==> config.mk <==
export PLATFORM = sky130hd
export DESIGN_NAME = mdu_seq_ctrl
export DESIGN_NICKNAME = d
export VERILOG_FILES = /design/src/rtl/mdu_seq_ctrl_pkg.sv /design/src/rtl/mdu_seq_ctrl.sv
export SDC_FILE = /design/constraint.sdc
export NUM_CORES = 1
export LEC_CHECK = 0
export BUFFER_PORTS_ARGS = -buffer_cell sky130_fd_sc_hd__clkbuf_2
export CAP_MARGIN = 25
export CORE_MARGIN = 8
export CORE_UTILIZATION = 50
export CTS_CLUSTER_SIZE = 30
export DETAILED_ROUTE_END_ITERATION = 10
export PLACE_DENSITY = 0.81
export SLEW_MARGIN = 20
export SYNTH_ARGS = -nofsm -noshare
export SYNTH_HDL_FRONTEND = slang
export SYNTH_SLANG_ARGS = --single-unit
export TNS_END_PERCENT = 10
==> constraint.sdc <==
create_clock -name clk -period 4.7 [get_ports clk]
set_input_delay 0.47 -clock clk [delete_from_list [all_inputs] [get_ports clk]]
set_output_delay 0.47 -clock clk [all_outputs]
set_load 0.01 [all_outputs]
==> src/rtl/mdu_seq_ctrl_pkg.sv <==
// ---------------------------------------------------------------------------
// mdu_seq_ctrl_pkg
// Shared definitions for the EX-stage multiply/divide sequencer:
//   - mdu_state_e : sequencer FSM state encoding
//   - MDU_OP_*    : M-extension funct3 encodings
//   - mdu_is_div  : classifies an op as divide/remainder (funct3 bit 2)
// ---------------------------------------------------------------------------
package mdu_seq_ctrl_pkg;

    typedef enum logic [1:0] {
        IDLE = 2'd0,
        BUSY = 2'd1,
        DONE = 2'd2
    } mdu_state_e;

    localparam logic [2:0] MDU_OP_MUL    = 3'b000;
    localparam logic [2:0] MDU_OP_MULH   = 3'b001;
    localparam logic [2:0] MDU_OP_MULHSU = 3'b010;
    localparam logic [2:0] MDU_OP_MULHU  = 3'b011;
    localparam logic [2:0] MDU_OP_DIV    = 3'b100;
    localparam logic [2:0] MDU_OP_DIVU   = 3'b101;
    localparam logic [2:0] MDU_OP_REM    = 3'b110;
    localparam logic [2:0] MDU_OP_REMU   = 3'b111;

    // Divide and remainder ops all have funct3[2] set.
    function automatic logic mdu_is_div(input logic [2:0] op);
        return op[2];
    endfunction

endpackage

==> src/rtl/mdu_seq_ctrl.sv <==
// ---------------------------------------------------------------------------
// mdu_seq_ctrl
// Sequencer for the multi-cycle multiply/divide unit in the EX stage. Starts
// the unit on an M-extension op, stalls the front of the pipeline while the
// unit works, captures the result and presents it for one release cycle.
//
// Ports:
//   clk, rst_n     core clock, asynchronous active-low reset
//   mdu_en_EX      EX holds a valid M-extension op
//   mdu_op_EX[2:0] funct3 of the op (bit 2 = divide class)
//   div_zero_EX    divisor is zero (only meaningful for divide-class ops)
//   kill_EX        EX instruction squashed; abort any operation
//   unit_result_i  unit result, valid in the BUSY cycle where cnt == 0
//   unit_start_o   one-cycle start pulse to the unit
//   unit_op_o      op presented to the unit, stable from start through DONE
//   stall_mdu_o    hold PC, IF/ID and ID/EX; bubble into EX/MEM
//   done_o         result valid, EX instruction advances this cycle
//   result_o       captured result (zero outside DONE)
// ---------------------------------------------------------------------------
module mdu_seq_ctrl
    import mdu_seq_ctrl_pkg::*;
#(
    parameter int MUL_LAT = 2,
    parameter int DIV_LAT = 32,
    parameter int CNT_W   = $clog2(DIV_LAT + 1)
) (
    input  logic        clk,
    input  logic        rst_n,
    input  logic        mdu_en_EX,
    input  logic [2:0]  mdu_op_EX,
    input  logic        div_zero_EX,
    input  logic        kill_EX,
    input  logic [31:0] unit_result_i,
    output logic        unit_start_o,
    output logic [2:0]  unit_op_o,
    output logic        stall_mdu_o,
    output logic        done_o,
    output logic [31:0] result_o
);

    // Counter preload: the start cycle plus (LAT-1)+1 BUSY cycles gives LAT+1
    // stall cycles before DONE.
    localparam logic [CNT_W-1:0] MUL_CNT_INIT = CNT_W'(MUL_LAT - 1);
    localparam logic [CNT_W-1:0] DIV_CNT_INIT = CNT_W'(DIV_LAT - 1);

    mdu_state_e        state_q, state_d;
    logic [CNT_W-1:0]  cnt_q, cnt_d;
    logic [2:0]        op_q, op_d;
    logic [31:0]       result_q, result_d;

    // NOTE: sequential state uses non-blocking assignments so every register
    // samples the pre-edge values of the others, independent of statement order.
    always_ff @(posedge clk or negedge rst_n) begin
        if (!rst_n) begin
            state_q  <= IDLE;
            cnt_q    <= '0;
            op_q     <= '0;
            result_q <= '0;
        end else begin
            state_q  <= state_d;
            cnt_q    <= cnt_d;
            op_q     <= op_d;
            result_q <= result_d;
        end
    end

    // NOTE: every signal driven here gets a default first, so no path through
    // the case/if tree leaves one unassigned and infers a latch.
    always_comb begin
        state_d      = state_q;
        cnt_d        = cnt_q;
        op_d         = op_q;
        result_d     = result_q;
        unit_start_o = 1'b0;
        unit_op_o    = op_q;
        stall_mdu_o  = 1'b0;
        done_o       = 1'b0;
        result_o     = '0;

        if (kill_EX) begin
            // Abort wins in every state; result_q keeps its old value and no
            // late unit result is captured.
            state_d = IDLE;
            cnt_d   = '0;
        end else begin
            unique case (state_q)
                IDLE: begin
                    if (mdu_en_EX) begin
                        unit_start_o = 1'b1;
                        stall_mdu_o  = 1'b1;
                        // The latch happens at the edge; show the live op in
                        // the start cycle so the unit sees it immediately.
                        unit_op_o    = mdu_op_EX;
                        op_d         = mdu_op_EX;
                        state_d      = BUSY;
                        if (mdu_is_div(mdu_op_EX)) begin
                            // Divide by zero has a fixed architectural result,
                            // so the unit answers in its first BUSY cycle.
                            cnt_d = div_zero_EX ? '0 : DIV_CNT_INIT;
                        end else begin
                            cnt_d = MUL_CNT_INIT;
                        end
                    end
                end
                BUSY: begin
                    stall_mdu_o = 1'b1;
                    if (cnt_q != '0) begin
                        cnt_d = cnt_q - 1'b1;
                    end else begin
                        result_d = unit_result_i;
                        state_d  = DONE;
                    end
                end
                DONE: begin
                    // mdu_en_EX here belongs to the retiring instruction, so
                    // it must not restart the unit.
                    done_o   = 1'b1;
                    result_o = result_q;
                    state_d  = IDLE;
                end
                default: begin
                    state_d = IDLE;
                end
            endcase
        end

        // While reset is held the state is IDLE, but a live mdu_en_EX would
        // otherwise leak a start/stall; force the outputs quiet.
        if (!rst_n) begin
            unit_start_o = 1'b0;
            unit_op_o    = '0;
            stall_mdu_o  = 1'b0;
            done_o       = 1'b0;
            result_o     = '0;
        end
    end

endmodule

After elaboration in Yosys (flattened, before gate mapping)
Cells that the tools add are included.
{ "totals": {"input_bits": 40, "out_inout_bits": 38, "register_bits": 43, "wordCells": 45} }
{ "classes": {"n_reduce_logical": 6, "n_eq_ne": 5, "mux": 27, "bitwise": 2, "n_addsub": 1} }
{ "op_table": {"columns": ["cell", "count"], "rows": [
  ["32-bit two-way mux", 3],
  ["6-bit two-way mux", 3],
  ["3-bit two-way mux", 4],
  ["6-bit one-hot mux with 2 select lines", 1],
  ["5-bit two-way mux", 2],
  ["1-bit two-way mux", 9],
  ["3-bit inequality test (second input constant)", 3],
  ["2-bit two-way mux", 3],
  ["3-bit AND reduction", 2],
  ["6-bit nonzero test", 1],
  ["6-bit by 1-bit subtractor with 6-bit output (second input constant)", 1],
  ["2-bit one-hot mux with 2 select lines", 1],
  ["3-bit nonzero test", 1],
  ["2-bit by 1-bit == test with 1-bit output (second input constant)", 1],
  ["2-bit == test (second input constant)", 1],
  ["2-bit zero test", 1],
  ["1-bit NOT", 2],
  ["1-bit one-hot mux with 2 select lines", 1],
  ["2-bit AND reduction", 1]
]} }

Logic depth before layout (Yosys ltp)
Gate-level depths: netlist of the first run.
{ "logic_depth": {"ltp_word": 5, "depth_mapped": 6, "depth_no_buf": 6} }

Worst setup path before layout of the first run
No wires, ideal clock.
{ "synth_timing": {"kind": "input-to-output", "startpoint": "input kill_EX", "endpoint": "output unit_op_o[0]", "n_path_buf": 1, "cell_stages": 4, "setup_slack_ns": 2.451, "required_time_ns": 4.230, "arrival_time_ns": 1.779, "path_cell_list": "clkbuf_1 -> nor4b_1 -> mux2_2 -> and2_1"} }
{ "synth_via": {"elab_chain_len": 2} }
{ "synth_rtl": {"columns": ["element", "line_no", "rtl"], "rows": [
  ["start, declared", "mdu_seq_ctrl.sv:32", "input logic kill_EX,"],
  ["3-bit two-way mux", null, null],
  ["3-bit two-way mux", "mdu_seq_ctrl.sv:129", "if (!rst_n) begin"],
  ["end, declared", "mdu_seq_ctrl.sv:35", "output logic [2:0] unit_op_o,"]
]} }
No other way between the ends.

Final worst setup path of the first run
{ "layout_timing": {"startpoint": "register state_q[0]", "endpoint": "output unit_op_o[1]"} }
{ "layout_via": {"elab_chain_len": 4} }
{ "layout_rtl": {"columns": ["element", "line_no", "rtl"], "rows": [
  ["start, declared", "mdu_seq_ctrl.sv:46", "mdu_state_e state_q, state_d;"],
  ["start signal, assigned", "mdu_seq_ctrl.sv:60", "state_q <= state_d;"],
  ["2-bit zero test", "mdu_seq_ctrl.sv:86", "unique case (state_q)"],
  ["3-bit two-way mux", "mdu_seq_ctrl.sv:86", null],
  ["3-bit two-way mux", null, null],
  ["3-bit two-way mux", "mdu_seq_ctrl.sv:129", null]
]} }
No other way between the ends.

==> summary.txt, run 1 <==
Floorplan
  • Vert. Die Dim: 80.45 um
  • Die area: 6472 sq um
  • Core Footprint: 4000 sq um
  • Row count: 23
  • Starting Density: 0.5192
  • Die width: 80.45 um
  • # IOs: 78

Critical path
  • CP arrival: 2170 ps
  • Crit path kind: reg -> out
  • FF-to-FF End: result_q[16]
  • Critical path launch point type: flip-flop
  • Critical Path Fanout Max: 9
  • Reg-to-Reg Start: cnt_q[2]
  • Path depth of the worst reg2reg path: 4
  • Critical Path End Type: primary output
  • R2R setup slack: 2670 ps
  • Critical Path RT: 4230 ps

Clock network
  • Clock tree buffer depth: 2
  • Worst-Skew Late Latency: 290 ps
  • Post-CTS Hold Buffers: 0
  • Root Driver: clkbuf_8
  • Number of buffers created by CTS: 5
  • Clock sinks: 43
  • Worst-path clk slew: 80 ps
  • CTS tree: built
  • Post-CTS setup buffers: 0
  • PostCTS Resize Cnt: 0
  • H-Tree Depth: 2

Detailed routing
  • Vias per cell: 4.993
  • DR pass1 iterations: 4
  • Antenna-violating nets left: 0
  • Routed via count: 1,503
  • Final Routed Wirelength: 4417 um
  • Starting DRT DRC Count: 40
  • Per-cell routed wire length: 14.67 um
  • Number of remaining DRC errors: 0

Power
  • P_leak: 1.303 nW
  • Switching share of total power: 0.2905
  • Power after layout: 1.239 mW
  • Maximum VDD drop: 0.2678 mV
  • Switch Pwr: 0.3600 mW
  • Internal power: 0.8793 mW
  • Clock network power share: 0.227
  • Combinational power share: 0.271
  • Pwr dens: 475.3 nW/um^2
  • Sequential share of power: 0.501

Yosys
  • Syn_nets: 214
  • Cell variety after synth: 31
  • Syn Area/Cell: 12.08 sq um
  • Post-Syn Area: 2077 sq um
  • Synth Instances: 172
  • Sequential area share after synthesis: 0.5181
  • YS warnings: 0
  • FF+latch count, synth: 43

STA
  • Final Hold Viols: 0
  • Clk_skew: 4.779 ps
  • Final worst slack: 2058 ps
  • Fmax: 378.5 MHz
  • Final TNS setup: 0 ps
  • Worst Max-Slew Pin Slew: 761.7 ps
  • Rel. slew slack: 0.4851
  • Final setup viols: 0
  • RSZ-0062 raised after global routing: no
  • Tmin final: 2642 ps
  • Fin crit share: 0.5621
  • Max Slew Vio Count: 0

Layout
  • Nets: 292
  • Layout cells sized above 1: 0.3904
  • Area delta synth->final: 25.54%
  • Final Util: 0.6519
  • Antenna Cells: 0

Global routing
  • Initial antenna violation count: 0
  • First-pass GRT wire length: 7307 um
  • Vias in the first global route: 1,627
  • Remaining Overflow, GRT: 0
  • Largest net degree at the start of global routing: 49
  • GRT Total Usage: 0.1442

Outcome
  • Run status: finished clean

Worst hold path
  • Min-delay worst type: in -> async

Placed design
  • I/O Buffers: 77
  • Final GP Congestion: 0.7264
  • Place WS: 2163 ps
  • DPL Wire Length: 3311 um

Run
  • Maxcap violations: 0
-- cells in the mapped netlist --
cell type | count | share of area
a211oi_1 | 1 | 0.0036
a21oi_1 | 4 | 0.0096
a31oi_1 | 1 | 0.0030
and2_1 | 36 | 0.11
and3b_1 | 1 | 0.0042
buf_2 | 1 | 0.0024
buf_6 | 3 | 0.016
clkbuf_1 | 5 | 0.0090
dfrtp_1 | 43 | 0.52
ha_1 | 2 | 0.012
inv_1 | 5 | 0.0090
mux2_1 | 29 | 0.16
mux2_2 | 6 | 0.033
nand2_1 | 4 | 0.0072
nand2b_1 | 2 | 0.0060
nand3b_1 | 1 | 0.0036
nand4bb_1 | 1 | 0.0054
nor2_1 | 5 | 0.0090
nor3_1 | 3 | 0.0072
nor3b_1 | 2 | 0.0072
nor4_4 | 1 | 0.010
nor4b_1 | 1 | 0.0042
o21ai_0 | 4 | 0.0096
o21ba_2 | 1 | 0.0048
o21bai_1 | 2 | 0.0072
o221ai_1 | 1 | 0.0042
o22ai_1 | 1 | 0.0030
o2bb2ai_1 | 3 | 0.013
or3_1 | 1 | 0.0030
or3_4 | 1 | 0.0054
xor2_1 | 1 | 0.0042
-- layer usage --
metal	global-route usage	up-vias	wire length (um)
met1	0.1515	706	1690
met2	0.2342	53	2115
met3	0.08817	5	563
li1	-	739	-
met4	0.04364	0	48
met5	0	-	0
-- worst max-delay path by stage --
stage          depth (start not counted)            to  startpoint  slack (ps)
2_1_floorplan                          4  unit_op_o[0]     kill_EX        2450
3_3_place_gp                           5  unit_op_o[1]     kill_EX        2230
3_5_place_dp                           5  unit_op_o[0]     kill_EX        2160
4_1_cts                                4  unit_op_o[0]  state_q[0]        2010
5_1_grt                                4  unit_op_o[2]  state_q[0]        1860
6_report                               4  unit_op_o[1]  state_q[0]        2060
-- per-stage QoR --
| step | std cells | hold WS, ps | area (sq um) |
|---|---|---|---|
| 6_report | 301 | 308.5 | 2608 |
| 2_1_floorplan | 172 | 174.4 | 2077 |
| 5_1_grt | 301 | 347.9 | 2608 |
| 3_5_place_dp | 293 | 466.5 | 2495 |
| 4_1_cts | 301 | 321.3 | 2608 |
| 3_3_place_gp | 293 | 458.5 | 2495 |
-- power groups by stage --
stage                     Combinational, mW  Sequential, mW  Clock [mW]
after detailed placement              0.344           0.631           0
after floorplan                       0.277           0.597           0
after global placement                0.330           0.619           0
final                                 0.336           0.621       0.282
after CTS                             0.344           0.624       0.295
after global routing                  0.378           0.647       0.307
-- sequential cells by signal, indices dropped and copies added (netlist names) --
| signal | count |
|---|---|
| result_q | 32 |
| cnt_q | 6 |
| op_q | 3 |
| state_q | 2 |
-- layout by cell type (no fill, tap or decap), types with 2 or more instances in the layout --
master,count
clkbuf_2,77
dfrtp_1,43
and2_1,36
mux2_1,29
mux2_2,6
inv_1,5
nor2_1,5
clkbuf_8,5
nand2_1,4
o21ai_0,4
a21oi_1,4
o2bb2ai_1,3
buf_4,3
nor3_1,2
o21bai_1,2
nand2b_1,2
nor3b_1,2
ha_1,2
-- cells by family (layout without fill, tap and decap cells) --
family / after synthesis / in the layout / synth area share
AOI/OAI and AO/OA: 18 / 18 / 0.05784
muxes: 35 / 35 / 0.1898
adders and majority gates: 2 / 2 / 0.01205
and+or+nand+nor: 59 / 59 / 0.1813
xor gates and xnor gates: 1 / 1 / 0.004218
DFF: 43 / 43 / 0.5181
buffers and inverters: 14 / 93 / 0.03675
-- worst max-delay path, stage by stage (launching register included) --
cell and delay (ps):
dfrtp_1 470, nor4b_1 710, mux2_2 420, and2_1 150
clkbuf_2 120
-- area by class of cell --
class | count | area [sq um]
Multi-Input combinational cell | 115 | 929.6
Clock inverter | 3 | 43.79
Sequential cell | 43 | 1076
Tap cell | 50 | 62.56
Clock buffer | 5 | 68.82
Fill cell | 330 | 1393
Inverter | 5 | 18.77
Timing Repair Buffer | 80 | 407.9
Power figures use the tool's default switching activity.
==> inputs of run 2 (changes only) <==
--- a/config.mk
+++ b/config.mk
@@ -5,13 +5,14 @@
 export SDC_FILE = /design/constraint.sdc
 export NUM_CORES = 1
 export LEC_CHECK = 0
+export ABC_AREA = 1
 export BUFFER_PORTS_ARGS = -buffer_cell sky130_fd_sc_hd__clkbuf_2
 export CAP_MARGIN = 25
 export CORE_MARGIN = 8
-export CORE_UTILIZATION = 50
+export CORE_UTILIZATION = 49
 export CTS_CLUSTER_SIZE = 30
 export DETAILED_ROUTE_END_ITERATION = 10
-export PLACE_DENSITY = 0.81
+export PLACE_DENSITY = 0.79
 export SLEW_MARGIN = 20
 export SYNTH_ARGS = -nofsm -noshare
 export SYNTH_HDL_FRONTEND = slang
==> constraint.sdc (replaced) <==
create_clock -name clk -period 2.7 [get_ports clk]
set_input_delay 0.27 -clock clk [delete_from_list [all_inputs] [get_ports clk]]
set_output_delay 0.27 -clock clk [all_outputs]
set_load 0.01 [all_outputs]
==> run 2 against run 1 <==
Against the previous run: sequential share of layout area shrank 0.18 points; die area is 3.6% higher; synthesized cell count rose by 54%; synthesized area up 2.5%; cell area increased by 0.43%; count of clock-buffer cells in the layout is the same; register-to-register slack lost 1700 ps; total power grew 80%; wire length increased by 9.6%; cell count increased by 32%; largest power group unchanged.
==> summary.txt, run 2 <==
Layout
  • Commonest non-fill, non-tap cell in the layout: clkbuf_2
  • Reg with most FFs: result_q
  • Area delta synth->final: 23.05%
  • Top flop regs: result_q x32, cnt_q x6, op_q x3
  • Fin cells: 396
  • Antenna Cells: 0
  • Layout cells sized above 1: 0.3198
  • Nets: 385
  • Commonest non-fill, non-tap cells in the layout: 77 x clkbuf_2, 50 x inv_1, 43 x dfrtp_1
  • Number of flip-flops under the largest register name: 32

Detailed routing
  • DR pass1 iterations: 4
  • Starting DRT DRC Count: 93
  • Per-cell routed wire length: 12.22 um
  • Number of remaining DRC errors: 0
  • Vias per cell: 4.747
  • Routed via count: 1,880
  • Final Routed Wirelength: 4840 um
  • Antenna-violating nets left: 0

Placed design
  • I/O Buffers: 77
  • Final GP Congestion: 0.8366
  • DP Cell Count: 388
  • DPL Wire Length: 3723 um

Clock network
  • Post-CTS setup buffers: 0
  • Clock tree buffer depth: 2
  • CTS tree: built
  • PostCTS Resize Cnt: 0
  • Worst-path clk slew: 80 ps
  • Root Driver: clkbuf_8
  • Worst-Skew Late Latency: 290 ps
  • Clock sinks: 43
  • H-Tree Depth: 2
  • Post-CTS Hold Buffers: 0
  • Number of buffers created by CTS: 5

Yosys
  • Top-area cell type share of the netlist area: 0.5056
  • Cell variety after synth: 25
  • Syn Area/Cell: 8.031 sq um
  • Main synth FF type: dfrtp_1
  • FF+latch count, synth: 43
  • Top cells by area, synth: dfrtp_1 51%, inv_1 8.8%, nor2_1 7.4%
  • FFs w/ async S/R, synth: 1.000
  • Most common library cells after synthesis: 50 x inv_1, 43 x dfrtp_1, 42 x nor2_1
  • Sequential area share after synthesis: 0.5056
  • Yosys top cell by area: dfrtp_1
  • Syn_nets: 307
  • Post-Syn Area: 2128 sq um
  • EDFF count, synth: 0
  • Count leader, synth: inv_1
  • Synth Instances: 265
  • YS warnings: 0

Power
  • Maximum VDD drop: 0.4673 mV
  • Pwr dens: 852.3 nW/um^2
  • P_leak: 1.456 nW

Global routing
  • GRT Total Usage: 0.1505
  • Largest net degree at the start of global routing: 46
  • Remaining Overflow, GRT: 0
  • First-pass GRT wire length: 8031 um
  • Vias in the first global route: 1,884
  • Initial antenna violation count: 0

Critical path
  • Critical Path End Type: primary output
  • Path depth of the worst reg2reg path: 8
  • Critical Path Fanout Max: 24
  • R2R setup slack: 960 ps
  • Worst Path Buf+Inv: 2
  • FF-to-FF End: cnt_q[5]
  • Crit path kind: reg -> out
  • Critical path's slowest cell: dfrtp_1
  • CP arrival: 1830 ps
  • Critical path launch point type: flip-flop
  • Reg-to-Reg Start: cnt_q[0]
  • Critical path origin: state_q[0]
  • Cell mode on critical path: nor2_1
  • Critical Path RT: 2430 ps
  • Worst-path cell chain: nor2_1 -> nand3_1 -> buf_4 -> nor2_1 -> clkbuf_2
  • CP delay by family, top: simple AND/OR/NAND/NOR gates
  • Max incr delay on CP: 420 ps

Floorplan
  • Die area: 6708 sq um
  • Starting Density: 0.4991
  • Row count: 24
  • Vert. Die Dim: 81.91 um
  • # IOs: 78
  • Die width: 81.91 um
  • Core Footprint: 4264 sq um

Run
  • Maxcap violations: 0

STA
  • RSZ-0062 raised after global routing: no
  • Final Hold Viols: 0
  • Rel. slew slack: 0.6257
  • Final setup viols: 0
  • Worst Max-Slew Pin Slew: 555.6 ps
  • Final TNS setup: 0 ps
  • Clk_skew: 5.649 ps
  • Tmin final: 2096 ps
  • Max Slew Vio Count: 0
  • Fmax: 477.2 MHz
  • Fin crit share: 0.7762

Outcome
  • Run status: finished clean

Worst hold path
  • Min-delay worst type: in -> async
[run 2: cell types whose count changed in the layout (fill, tap and decap cells not counted), sizes merged, moves of 3 or more]
cell	before	now
inv	5	52
nand2	4	50
nor2	5	45
and2	36	0
mux2	35	0
o21ai	4	39
nand3	0	13
nor3	3	0
[run 2: area by class of cell]
class / instances / area, sq um
fill: 376 / 1645
sequential: 43 / 1076
multi-input combinational: 160 / 780.7
timing repair buffer: 81 / 415.4
inverter: 52 / 197.7
clock buffer: 5 / 68.82
tap: 52 / 65.06
clock inverter: 3 / 15.01
[run 2: routing by layer]
layer,share of wire,vias up,global-route usage
li1,-,962,-
met1,0.43,849,0.1801
met2,0.48,61,0.2494
met3,0.069,8,0.04923
met4,0.017,0,0.04912
met5,0,-,0
[run 2: cells by family (layout without fill, tap and decap cells)]
kind of cell,count (synthesis),count (layout),synth area share
fa+ha+maj,2,2,0.01176
simple gates,109,109,0.2199
flops,43,43,0.5056
compound gates,48,48,0.1311
buf+inv,62,141,0.1276
xor+xnor,1,1,0.004116
[run 2: worst reg2reg max path, stage by stage (launching register included)]
cell     delay, ps
dfrtp_1        360
inv_1          190
ha_1           190
nand3_1        150
nor2_4         140
buf_4          310
nor2_2         130
nand3_1        110
nand2_1         50
[run 2: worst max-delay path by stage]
stage	to	depth (start not counted)
after global placement	result_o[3]	5
after floorplan	unit_op_o[0]	5
after detailed placement	result_o[2]	5
after CTS	result_o[2]	5
final	result_o[20]	5
after global routing	result_o[20]	6
[run 2: metrics by stage]
step / util / area [sq um] / hold slack, ps / power (mW) / setup slack (ps)
global route: 0.6141 / 2619 / 114.6 / 2.424 / 389.8
CTS: 0.6141 / 2619 / 82.04 / 2.255 / 584.2
global placement: 0.5945 / 2535 / 392.5 / 1.831 / 949.2
floorplan: - / 2128 / -25.59 / 1.662 / 1279
detailed placement: 0.5945 / 2535 / 407.7 / 1.861 / 915.4
finish: 0.6141 / 2619 / 63.96 / 2.232 / 604.3
[run 2: power by group]
| part | internal (mW) | total (mW) | switching (mW) |
|---|---|---|---|
| logic | 0.298 | 0.810 | 0.512 |
| clock network | 0.177 | 0.387 | 0.210 |
| registers | 0.933 | 1.04 | 0.103 |
| total | 1.41 | 2.23 | 0.825 |
==> inputs of run 3 (changes only) <==
--- a/config.mk
+++ b/config.mk
@@ -5,14 +5,14 @@
 export SDC_FILE = /design/constraint.sdc
 export NUM_CORES = 1
 export LEC_CHECK = 0
-export ABC_AREA = 1
+export ABC_AREA = 0
 export BUFFER_PORTS_ARGS = -buffer_cell sky130_fd_sc_hd__clkbuf_2
 export CAP_MARGIN = 25
 export CORE_MARGIN = 8
-export CORE_UTILIZATION = 49
+export CORE_UTILIZATION = 44
 export CTS_CLUSTER_SIZE = 30
 export DETAILED_ROUTE_END_ITERATION = 10
-export PLACE_DENSITY = 0.79
+export PLACE_DENSITY = 0.76
 export SLEW_MARGIN = 20
 export SYNTH_ARGS = -nofsm -noshare
 export SYNTH_HDL_FRONTEND = slang
==> constraint.sdc (replaced) <==
create_clock -name clk -period 1.7 [get_ports clk]
set_input_delay 0.17 -clock clk [delete_from_list [all_inputs] [get_ports clk]]
set_output_delay 0.17 -clock clk [all_outputs]
set_load 0.01 [all_outputs]
==> run 3 against run 2 <==
Against the previous run: the flow now finishes with violations (negative setup slack); sequential power increased by 63%; sequential cell count stayed put; non-clock buffer count rose by 20; count of clock-buffer cells in the layout grew 1; die area rose by 7.0%; register-to-register slack got worse by 1000 ps; via count down 13%; total power increased by 61%; core utilization barely moved; critical path type unchanged; highest routed layer unchanged.
==> summary.txt, run 3 (synthesized netlist as in run 1, its figures left out) <==
Outcome
  • Run status: finished with violations
  • Failing checks: negative setup slack

Critical path
  • Crit path kind: reg -> out
  • CP arrival: 1690 ps
  • Critical Path RT: 1530 ps
  • Critical Path End Type: primary output
  • Critical path launch point type: flip-flop
  • Critical Path Fanout Max: 4

Detailed routing
  • Antenna-violating nets left: 0
  • DR pass1 iterations: 4
  • Final Routed Wirelength: 4928 um
  • Routed via count: 1,628
  • Vias per cell: 4.994
  • Starting DRT DRC Count: 59
  • Per-cell routed wire length: 15.12 um
  • Number of remaining DRC errors: 0

Clock network
  • H-Tree Depth: 2
  • Worst-Skew Late Latency: 290 ps
  • Worst-path clk slew: 80 ps
  • Number of buffers created by CTS: 5
  • Root Driver: clkbuf_8
  • CTS tree: built
  • Clock tree buffer depth: 2
  • Clock sinks: 43

Layout
  • Commonest non-fill, non-tap cells in the layout: 74 x clkbuf_2, 42 x dfrtp_1, 33 x and2_1
  • Antenna Cells: 0
  • Fill count: 401
  • Nets: 313
  • Commonest non-fill, non-tap cell in the layout: clkbuf_2
  • Number of flip-flops under the largest register name: 32
  • Top flop regs: result_q x32, cnt_q x6, op_q x3
  • Area delta synth->final: 36.99%
  • Final instance area: 2845 sq um
  • Footprint of the multi-input gates: 984.7 sq um
  • Layout cells sized above 1: 0.4669
  • FF/Latch Area: 1077 sq um
  • Reg with most FFs: result_q

STA
  • Worst Max-Slew Pin Slew: 714.9 ps
  • Tmin final: 1859 ps
  • Final Hold Viols: 0
  • Final setup viols: 67
  • Clk_skew: 7.177 ps
  • Final worst slack: -159.0 ps
  • Rel. slew slack: 0.5218
  • RSZ-0062 raised after global routing: yes
  • Max Slew Vio Count: 0
  • Fmax: 537.9 MHz
  • Fin crit share: 1.094

Global routing
  • First-pass GRT wire length: 8507 um
  • Initial antenna violation count: 0
  • Remaining Overflow, GRT: 0
  • Largest net degree at the start of global routing: 34
  • GRT Total Usage: 0.1461
  • Vias in the first global route: 1,841

Placed design
  • Place WS: -49.11 ps
  • DPL Wire Length: 3682 um
  • DP Area: 2679 sq um
  • Final GP Congestion: 0.7550
  • I/O Buffers: 77

Run
  • Maxcap violations: 0

Power
  • Pwr dens: 1266 nW/um^2
  • Maximum VDD drop: 0.6046 mV
  • P_leak: 1.422 nW

Floorplan
  • Row count: 25
  • Vert. Die Dim: 84.71 um
  • Starting Density: 0.4486
  • Die area: 7175 sq um
  • # IOs: 78
  • Core Footprint: 4629 sq um
  • Die width: 84.71 um

Worst hold path
  • Min-delay worst type: in -> async
==> run 3: cell count changes in the layout (fill, tap and decap cells not counted), sizes merged, moves of 13 or more <==
cell / previous run / this run
nor2: 45 / 5
mux2: 0 / 35
buf: 4 / 26
inv: 52 / 5
nand2: 50 / 4
nand3: 13 / 0
and2: 0 / 36
o21ai: 39 / 4
==> run 3: power breakdown <==
group	leakage (nW)	total, mW	internal, mW	switching, mW
registers	0.525	1.70	1.49	0.209
logic	0.855	1.28	0.750	0.530
clock network	0.0412	0.626	0.287	0.339
total	1.42	3.60	2.52	1.08
==> run 3: stage by stage <==
stage	instances	setup TNS, ps	hold slack, ps	utilization	power [mW]
after detailed placement	315	-1149	164.9	0.5786	2.921
after floorplan	172	-1631	-125.6	-	2.441
after global routing	326	-7935	84.17	0.6146	3.901
final	326	-2955	46.96	0.6146	3.602
after CTS	326	-3050	55.06	0.6092	3.621
after global placement	315	-0.09215	155.3	0.5786	2.843
==> run 3: cell type report <==
cell class | count | area share
flip-flops and latches | 43 | 0.3786
multi-input cells | 115 | 0.3461
clock buffers | 6 | 0.02551
repair buffers | 101 | 0.2150
well taps | 54 | 0.02375
inverters | 5 | 0.006596
clock inverters | 2 | 0.004398
==> run 3: repair_timing <==
action                     4_1_cts  5_1_grt
setup endpoints to repair       67       71
pin swaps                        1        4
hold buffers                     1        0
buffers inserted                 2        0
hold endpoints to repair        15        0
resized for setup               10        9
==> run 3: worst max-delay path: stages, from the launching register on <==
cell and delay (ps):
dfrtp_1 420, nor4b_2 250, buf_4 180, mux2_4 310, and2_4 140, buf_6 110
==> run 3: worst paths after layout <==
path	startpoint	endpoint	slack, ps	cells after the start
worst min-delay path	rst_n	result_q[31]	50	3
max in group asynchronous	rst_n	state_q[1]	580	3
min in group clk	unit_result_i[28]	result_q[28]	90	2
worst max-delay path	state_q[0]	unit_op_o[1]	-160	5
worst max register to register	cnt_q[4]	result_q[20]	-60	4
worst min register to register	result_q[10]	result_q[10]	480	1
==> run 3: metal layers <==
metal	wire length (um)	track usage	vias to the layer above
met1	2059	0.1559	785
met2	2553	0.2706	52
li1	-	-	784
met5	0	0	-
met3	249	0.03512	7
met4	65	0.05340	0
